**config.mk**
```make
export PLATFORM = sky130hd
export DESIGN_NAME = key_bank
export DESIGN_NICKNAME = d
export VERILOG_FILES = /design/src/rtl/key_bank.sv
export SDC_FILE = /design/constraint.sdc
export NUM_CORES = 1
export LEC_CHECK = 0
export CAP_MARGIN = 25
export CELL_PAD_IN_SITES_DETAIL_PLACEMENT = 1
export CELL_PAD_IN_SITES_GLOBAL_PLACEMENT = 1
export CORE_ASPECT_RATIO = 2
export CORE_UTILIZATION = 50
export DETAILED_ROUTE_END_ITERATION = 12
export DONT_BUFFER_PORTS = 1
export PLACE_DENSITY_LB_ADDON = 0.1
export SLEW_MARGIN = 20
export SYNTH_ARGS = -nofsm -noshare
export SYNTH_HDL_FRONTEND = slang
export SYNTH_SLANG_ARGS = --single-unit
```
**constraint.sdc**
```tcl
create_clock -name clk -period 33.6 [get_ports clk]
set_input_delay 6.72 -clock clk [delete_from_list [all_inputs] [get_ports clk]]
set_output_delay 6.72 -clock clk [all_outputs]
set_load 0.1 [all_outputs]
```
**src/rtl/key_bank.sv**
```systemverilog
// key_bank: two-slot (even/odd) store for expanded block-cipher key schedules.
// A schedule is captured on key_schedule's done pulse and later streamed out
// one round-key byte per beat, from byte NBYTES-1 down to byte 0.
//
// Output handshake: kb_valid/kb_byte/kb_round/kb_last form a valid/ready
// source. Once kb_valid is high it stays high, and every payload field holds
// its value, until a cycle with kb_ready=1. A beat moves on the rising edge
// where kb_valid & kb_ready. There are never bubbles inside a stream.
module key_bank #(
  parameter int NBYTES = 56,
  parameter int BW     = 8
) (
  input  logic                 clk,
  input  logic                 rst_n,
  input  logic                 ks_done,
  input  logic [NBYTES*BW-1:0] ks_kk,
  input  logic                 ks_sel,
  input  logic [1:0]           key_clr,
  input  logic                 rd_req,
  input  logic                 rd_sel,
  input  logic                 kb_ready,
  output logic                 kb_valid,
  output logic [BW-1:0]        kb_byte,
  output logic [5:0]           kb_round,
  output logic                 kb_last,
  output logic                 rd_busy,
  output logic                 rd_err,
  output logic [1:0]           slot_vld
);

  typedef enum logic {IDLE, STREAM} state_t;

  localparam logic [5:0] LAST_ROUND = 6'(NBYTES - 1);

  state_t                     state;
  logic                       act_sel;
  logic [5:0]                 round_q;
  logic                       rd_err_q;
  logic [1:0]                 vld_q;
  logic [1:0]                 vld_next;
  logic [NBYTES-1:0][BW-1:0]  slot_mem [2];
  logic [NBYTES-1:0][BW-1:0]  pend_data;
  logic                       pend_vld;
  logic                       pend_sel;
  logic [5:0]                 rd_idx;

  logic streaming;
  logic xfer;
  logic last_xfer;
  logic conflict;
  logic direct_wr;
  logic commit;

  assign streaming = (state == STREAM);
  assign xfer      = streaming && kb_ready;
  assign last_xfer = xfer && (round_q == LAST_ROUND);
  // A capture aimed at the slot being streamed is parked, except on the final
  // beat: the stream ends at that edge, so the slot can be written directly.
  assign conflict  = ks_done && streaming && (ks_sel == act_sel) && !last_xfer;
  assign direct_wr = ks_done && !conflict;
  assign commit    = last_xfer && pend_vld;

  // Stream control FSM: slot selection, beat counter and error pulse.
  always_ff @(posedge clk or negedge rst_n) begin
    if (!rst_n) begin
      state    <= IDLE;
      act_sel  <= 1'b0;
      round_q  <= '0;
      rd_err_q <= 1'b0;
    end else begin
      rd_err_q <= 1'b0;
      case (state)
        IDLE: begin
          if (rd_req) begin
            if (vld_q[rd_sel]) begin
              state   <= STREAM;
              act_sel <= rd_sel;
              round_q <= '0;
            end else begin
              rd_err_q <= 1'b1;
            end
          end
        end
        STREAM: begin
          if (xfer) begin
            if (round_q == LAST_ROUND) begin
              state   <= IDLE;
              round_q <= '0;
            end else begin
              round_q <= round_q + 6'd1;
            end
          end
        end
        default: state <= IDLE;
      endcase
    end
  end

  // Next slot-valid flags: clears first, then captures/commits override them.
  always_comb begin
    vld_next = vld_q & ~key_clr;
    if (commit)    vld_next[pend_sel] = 1'b1;
    if (direct_wr) vld_next[ks_sel]   = 1'b1;
  end

  // Slot-valid flags and pending-capture tag; reset drops any parked capture.
  always_ff @(posedge clk or negedge rst_n) begin
    if (!rst_n) begin
      vld_q    <= '0;
      pend_vld <= 1'b0;
      pend_sel <= 1'b0;
    end else begin
      vld_q <= vld_next;
      if (conflict) begin
        pend_vld <= 1'b1;
        pend_sel <= ks_sel;
      end else if (commit) begin
        pend_vld <= 1'b0;
      end
    end
  end

  // Key storage: no reset needed, contents are qualified by the valid flags.
  // A direct write after the commit wins when both target the same slot.
  always_ff @(posedge clk) begin
    if (conflict)  pend_data          <= ks_kk;
    if (commit)    slot_mem[pend_sel] <= pend_data;
    if (direct_wr) slot_mem[ks_sel]   <= ks_kk;
  end

  // Beat 0 carries the highest byte; the streamed slot is never written mid-stream.
  assign rd_idx   = LAST_ROUND - round_q;
  assign kb_valid = streaming;
  assign rd_busy  = streaming;
  assign kb_round = round_q;
  assign kb_last  = streaming && (round_q == LAST_ROUND);
  assign kb_byte  = streaming ? slot_mem[act_sel][rd_idx] : '0;
  assign rd_err   = rd_err_q;
  assign slot_vld = vld_q;

endmodule
```
==> flow_metrics.env, run 1 <==
export IMPL_status="finished, final reports clean"
export IMPL_maximum_number_of_pins_on_one_net_before_global_route_repair=170
export IMPL_critical_path_slowest_cell="a221oi_1"
export IMPL_cts_sink_count=1357
export IMPL_synth_edff_count=1344
export IMPL_use_met3=0.111
export IMPL_detail_route_vias_per_cell=6.13
export IMPL_track_usage=0.261
export IMPL_route_vias_total=28787
export IMPL_dr_first_iter_drc_count=1669
export IMPL_final_hold_violation_count=0
export IMPL_wl_um=156000
export IMPL_fraction_of_layout_instances_using_a_drive_strength_above_1=0.250
export IMPL_hold_path_class="flop to flop"
export IMPL_num_nets_final=3507
export IMPL_post_cts_resized=0
export IMPL_ys_seq_elements=1357
export IMPL_grt_overflow_total=0
export IMPL_final_max_slew_violation_count=0
export IMPL_place_congestion=0.802
export IMPL_synthArstFlopShare=0.00958
export IMPL_final_fill_count=10089
export IMPL_synthDominantCellAreaShare=0.679
export IMPL_rsz0062_at_grt="false"
export IMPL_design_portCount=477
export IMPL_drtAntennaViolNets=0
export IMPL_fin_area_mm2=0.0656
export IMPL_timing_max_cap_violations=0
export IMPL_post_synth_top_count_cell="edfxtp_1"
export IMPL_ys_warnings_count=0
export IMPL_yosys_area_top_type="edfxtp_1"
export IMPL_netlist_top_cells_area="edfxtp_1 (68%), mux2_1 (11%), mux4_2 (7.0%), mux2_2 (6.1%), mux2i_1 (2.0%)"
export IMPL_synth_nets=3490
export IMPL_critical_path_max_stage_delay_ns=1.08
export IMPL_met1_usage=0.287
export IMPL_skew_ns=0.0244
export IMPL_avgSynthCellArea_um2=19.6
export IMPL_critical_path_max_fanout=45
export IMPL_drt_wirelength_per_cell_um=33.3
export IMPL_vdd_ir_drop_worst_uv=86.0
export IMPL_finalSetupTns_ns=0
export IMPL_place_port_buffers=0
export IMPL_clk_transition_reported_paths_ns=0.06
export IMPL_clock_latency_ns=0.76
export IMPL_post_cts_setup_buffers=0
export IMPL_hpwlAfterDp_um=99900
export IMPL_cts_tree="done"
export IMPL_initial_antenna_violation_count=20
export IMPL_clock_tree_root_driver_cell="clkbuf_16"
export IMPL_core_mm2=0.118
export IMPL_placement_cell_area_mm2=0.0610
export IMPL_startpoint_to_endpoint_class_of_the_critical_path="flop to output pin"
export IMPL_drt_pass1_iterations=5
export IMPL_fp_dieH_um=490
export IMPL_fin_crit_sh=0.377
export IMPL_setup_worst_path_start_class="flop"
export IMPL_synth_top_cells_by_count="edfxtp_1 (1344), mux2_1 (578), mux2_2 (320)"
export IMPL_worstPathBufferInverterCount=3
export IMPL_mappedNetlistArea_mm2=0.0595
export IMPL_fp_row_count=178
export IMPL_chipWidth_um=246
export IMPL_synth_seq_area_share=0.684
export IMPL_power_leakage_nw=21.3
export IMPL_max_clock_freq_mhz=79.0
export IMPL_slew_headroom=0.165
export IMPL_grt_busiest_layer="met2"
export IMPL_synth_lib_cells_used_distinct=53
export IMPL_crit_chain="buf_4, buf_4, mux4_2, mux2i_1, a221oi_1, a31oi_1, nor3b_2, buf_16"
export IMPL_ctsLongestPathBuffers=3
export IMPL_ys_flop_type="edfxtp_1"
export IMPL_period_needed_ns=12.67
export IMPL_critPathCaptureType="output pin"
export IMPL_numCtsBuffers=130
export IMPL_worst_slew_pin_slew_ns=1.25
export IMPL_critical_path_required_ns=26.88
export IMPL_number_of_remaining_drc_errors=0
export IMPL_grt_pass1_wl_um=224000
export IMPL_dieArea_mm2=0.120
export IMPL_report_final_setup_viol=0
export IMPL_synth_cells=3029
export IMPL_power_density_mw_per_mm2=72.5
export IMPL_hold_buffer_count_at_cts=0
export IMPL_critPathMostFrequentCell="buf_4"
export IMPL_cts_htree_levels=4
export IMPL_start_util=0.505
export IMPL_syn_to_final_growth_pct=10.3
export IMPL_critical_path_s_top_delay_family="buffers and inverters"
export IMPL_use_met2=0.455
export IMPL_first_global_vias=32131
export IMPL_cp_arrival_ns=5.95
kinds of logic (layout without fill, tap and decap cells):
family	count (synthesis)	count (layout)	share of synthesized area
buffers and inverters	189	306	0.0217
AND/OR/NAND/NOR	127	127	0.0108
multiplexers	1216	1216	0.266
adder cells (fa/ha/maj)	4	4	0.000842
XOR/XNOR	3	3	0.000442
flip-flops	1357	1357	0.684
other	0	20	0
AO/OA/AOI/OAI	133	133	0.0159
cell type report:
cell class,instances,area (um^2),area share
Sequential cell,1357,40700,0.621
Multi-Input combinational cell,1483,17600,0.268
Clock buffer,156,3410,0.0521
Tap cell,1530,1910,0.0292
Timing Repair Buffer,68,982,0.0150
Clock inverter,76,902,0.0138
Antenna cell,20,50.0,0.000763
Inverter,6,22.5,0.000343
per-stage QoR:
stage	instances	util	hold slack, ns	worst slack [ns]	power [mW]
after CTS	4666	0.554	0.553	20.70	4.80
after floorplan	3029	-	0.521	5.55	2.91
after global placement	4424	0.516	0.530	21.39	3.23
after detailed placement	4434	0.517	0.538	21.55	3.27
after global routing	4686	0.556	0.573	20.63	4.89
final	4696	0.557	0.552	20.93	4.75
sequential cells by signal (all words and copies together), names as in the netlist:
signal and count:
act_sel 1, slot_mem 896, rd_err 1, kb_round 6, pend_sel 1, pend_data 448, pend_vld 1, slot_vld 2
kb_valid 1
where the power goes:
group | internal (mW) | leakage, nW | switching (mW) | total (mW)
Clock | 0.868 | 2.10 | 0.654 | 1.52
Combinational | 0.409 | 6.56 | 0.714 | 1.12
Sequential | 2.04 | 12.6 | 0.0654 | 2.11
Total | 3.32 | 21.3 | 1.43 | 4.75
per-layer routing:
metal	part of all wire	wire (um)
met1	0.36	56000
met2	0.52	81100
met3	0.099	15600
met4	0.024	3740
met5	0.00021	33
path summary, 6_finish.rpt:
| path | slack, ns | start | cells past startpoint | end |
|---|---|---|---|---|
| hold / removal | 0.55 | pend_data[302]$_DFFE_PP_ | 1 | slot_mem[1][302]$_DFFE_PP_ |
| hold reg to reg | 0.55 | pend_data[302]$_DFFE_PP_ | 1 | slot_mem[1][302]$_DFFE_PP_ |
| min in group asynchronous | 5.65 | rst_n | 0 | rd_err$_DFF_PN0_ |
| setup / recovery | 20.93 | act_sel$_DFFE_PN0P_ | 8 | kb_byte[0] |
| max in group asynchronous | 27.86 | rst_n | 0 | act_sel$_DFFE_PN0P_ |
| setup reg to reg | 27.54 | kb_round[0]$_DFFE_PN0P_ | 11 | slot_mem[1][343]$_DFFE_PP_ |
worst register-to-register path: stages, from the launching register on:
cell and delay (ns):
dfrtp_4 0.71, buf_12 0.62, and3_1 0.48, and3_1 0.30, nand2_1 0.15, a31oi_4 0.22, buf_4 0.47, buf_4 0.73
buf_12 0.78, buf_4 0.59, buf_16 0.33, mux2_1 0.41
cells in the final DEF, fill, tap and decap left out, drive strengths merged, types with 2 or more instances in the layout:
cell type,instances
nor2,18
o22ai,3
xnor2,2
buf,67
bufinv,18
and2,6
a21oi,19
nor4,3
diode,20
edfxtp,1344
inv,14
nand2,47
clkinvlp,3
o211ai,2
a31oi,13
nor3b,6
o21ai,21
nor2b,12
a21o,2
mux2i,119
a2111oi,5
clkbuf,157
ha,4
nand4,7
nand3,17
a22oi,36
mux2,898
dfrtp,13
a221oi,10
nor3,4
o221ai,7
and3,3
a22o,5
mux4,199
o2111ai,2
clkinv,47
a311oi,4
Note: power is estimated with default switching activity, not from simulation.
==> run 2, diff against run 1 <==
Clock period 33.6 ns to 12.1 ns, I/O delays scaled along.
==> flow_metrics.env, run 2 (synthesis gave the netlist of run 1 again) <==
export IMPL_cp_arrival_ns=5.43
export IMPL_final_max_slew_violation_count=0
export IMPL_critical_path_s_top_delay_family="buffers and inverters"
export IMPL_fraction_of_layout_instances_using_a_drive_strength_above_1=0.248
export IMPL_numCtsBuffers=121
export IMPL_worst_hold_path_endpoint="slot_mem[1][267]$_DFFE_PP_"
export IMPL_post_cts_setup_buffers=0
export IMPL_wl_um=154000
export IMPL_fp_row_count=178
export IMPL_period_needed_ns=7.85
export IMPL_timing_reg2reg_worst_path_depth=10
export IMPL_drt_pass1_iterations=5
export IMPL_detail_route_vias_per_cell=6.15
export IMPL_num_nets_final=3485
export IMPL_critical_path_reg2reg_startpoint="kb_round[1]$_DFFE_PN0P_"
export IMPL_min_from="pend_data[267]$_DFFE_PP_"
export IMPL_power_sequential_fraction=0.453
export IMPL_ctsLongestPathBuffers=3
export IMPL_timing_max_cap_violations=0
export IMPL_crit_chain="buf_4, buf_4, mux4_2, mux2i_1, a221oi_1, a31oi_1, nor3b_2, buf_16"
export IMPL_chipWidth_um=246
export IMPL_critical_path_slowest_cell="a221oi_1"
export IMPL_fp_dieH_um=490
export IMPL_skew_ns=0.0239
export IMPL_place_congestion=0.816
export IMPL_cts_sink_count=1357
export IMPL_worst_r2r_setup_slack_ns=6.31
export IMPL_setup_worst_path_start_class="flop"
export IMPL_power_density_mw_per_mm2=199
export IMPL_core_mm2=0.118
export IMPL_clock_power_share=0.312
export IMPL_power_leakage_nw=21.0
export IMPL_critical_path_required_ns=9.68
export IMPL_r2r_end="slot_mem[1][350]$_DFFE_PP_"
export IMPL_final_core_utilization=0.552
export IMPL_layout_commonest_cell="edfxtp_1"
export IMPL_clock_latency_ns=0.76
export IMPL_power_switching_share=0.302
export IMPL_critPathCaptureType="output pin"
export IMPL_largest_register="slot_mem"
export IMPL_power_share_combinational=0.235
export IMPL_status="finished, final reports clean"
export IMPL_cts_htree_levels=3
export IMPL_post_cts_resized=0
export IMPL_cell_internal_pwr_mw=9.03
export IMPL_final_hold_violation_count=0
export IMPL_finalNonFillerCells=4664
export IMPL_max_ffs_per_register=896
export IMPL_drt_wirelength_per_cell_um=33.0
export IMPL_max_clock_freq_mhz=127
export IMPL_dieArea_mm2=0.120
export IMPL_final_cell_mix="edfxtp_1 (1344), mux2_1 (578), mux2_2 (320), mux4_2 (186), clkbuf_16 (122)"
export IMPL_fin_area_mm2=0.0651
export IMPL_worstPathBufferInverterCount=3
export IMPL_place_port_buffers=0
export IMPL_drtAntennaViolNets=0
export IMPL_route_vias_total=28687
export IMPL_vdd_ir_drop_worst_uv=175
export IMPL_first_global_vias=31813
export IMPL_hold_buffer_count_at_cts=0
export IMPL_maximum_number_of_pins_on_one_net_before_global_route_repair=165
export IMPL_clk_transition_reported_paths_ns=0.07
export IMPL_p_switching_mw=3.91
export IMPL_rsz0062_at_grt="false"
export IMPL_timing_hold_worst_path_depth=1
export IMPL_place_detailed_instances=4428
export IMPL_cts_tree="done"
export IMPL_critPathMostFrequentCell="buf_4"
export IMPL_track_usage=0.257
export IMPL_start_util=0.505
export IMPL_startpoint_to_endpoint_class_of_the_critical_path="flop to output pin"
export IMPL_fin_crit_sh=0.648
export IMPL_initial_antenna_violation_count=26
export IMPL_hpwlAfterDp_um=98100
export IMPL_hold_path_class="flop to flop"
export IMPL_dr_first_iter_drc_count=1890
export IMPL_finalSetupTns_ns=0
export IMPL_clock_tree_root_driver_cell="clkbuf_16"
export IMPL_critical_path_max_fanout=46
export IMPL_grt_overflow_total=0
export IMPL_critical_path_max_stage_delay_ns=0.88
export IMPL_slew_headroom=0.112
export IMPL_worst_slew_pin_slew_ns=1.33
export IMPL_syn_to_final_growth_pct=9.43
export IMPL_placement_cell_area_mm2=0.0609
export IMPL_number_of_remaining_drc_errors=0
export IMPL_design_portCount=477
export IMPL_report_final_setup_viol=0
export IMPL_grt_pass1_wl_um=222000
run 2: changes by cell type in the layout (fill, tap and decap cells not counted), moves of 4 or more:
cell       previous run  this run
diode_2              20         4
clkinv_2             17        31
clkbuf_16           133       122
clkbuf_1             24        16
buf_16               17        11
buf_4                36        32
clkinv_1             24        28
run 2: power groups by stage:
stage	clock network, mW	registers (mW)	logic (mW)
2_1_floorplan	0	6.00	1.89
4_1_cts	4.13	5.87	3.09
3_3_place_gp	0	5.95	2.98
3_5_place_dp	0	5.97	3.07
6_report	4.04	5.86	3.04
5_1_grt	4.26	5.90	3.18
run 2: area by class of cell:
| type | instances | area [um^2] |
|---|---|---|
| antenna | 4 | 10.0 |
| multi-input combinational | 1483 | 17600 |
| timing repair buffer | 55 | 758 |
| fill | 10083 | 52700 |
| clock buffer | 138 | 3110 |
| sequential | 1357 | 40700 |
| tap | 1530 | 1910 |
| inverter | 6 | 22.5 |
| clock inverter | 91 | 958 |
run 2: metrics by stage:
step	total power, mW	setup WS (ns)	hold slack (ns)
2_1_floorplan	7.89	1.54	0.522
3_3_place_gp	8.93	4.78	0.529
3_5_place_dp	9.04	4.74	0.540
4_1_cts	13.1	3.90	0.554
5_1_grt	13.3	4.05	0.566
6_report	12.9	4.25	0.552
run 2: worst max path at each step:
stage          depth (start not counted)  slack [ns]                    start                       end
2_1_floorplan                          4        1.54                 kb_ready  slot_mem[0][0]$_DFFE_PP_
3_3_place_gp                           8        4.78      act_sel$_DFFE_PN0P_                kb_byte[2]
3_5_place_dp                           8        4.74      act_sel$_DFFE_PN0P_                kb_byte[3]
4_1_cts                                8        3.90      act_sel$_DFFE_PN0P_                kb_byte[3]
5_1_grt                                9        4.05      act_sel$_DFFE_PN0P_                kb_byte[3]
6_report                               8        4.25  kb_round[0]$_DFFE_PN0P_                kb_byte[2]
run 2: layer usage:
metal	wire length, um	share of wire	track usage	vias up
li1	-	-	-	12390
met1	55700	0.36	0.291	15297
met4	4740	0.031	0.0879	28
met3	15400	0.10	0.105	191
met2	77900	0.51	0.437	781
met5	205	0.0013	0	-
run 2: worst register-to-register path, cell delays in order (launching register included):
cell,delay (ns)
dfrtp_4,0.73
buf_4,0.75
and3_1,0.36
and3_1,0.34
nand2_1,0.17
a31oi_4,0.27
buf_12,0.69
buf_4,0.89
buf_4,0.57
buf_16,0.31
mux2_1,0.44
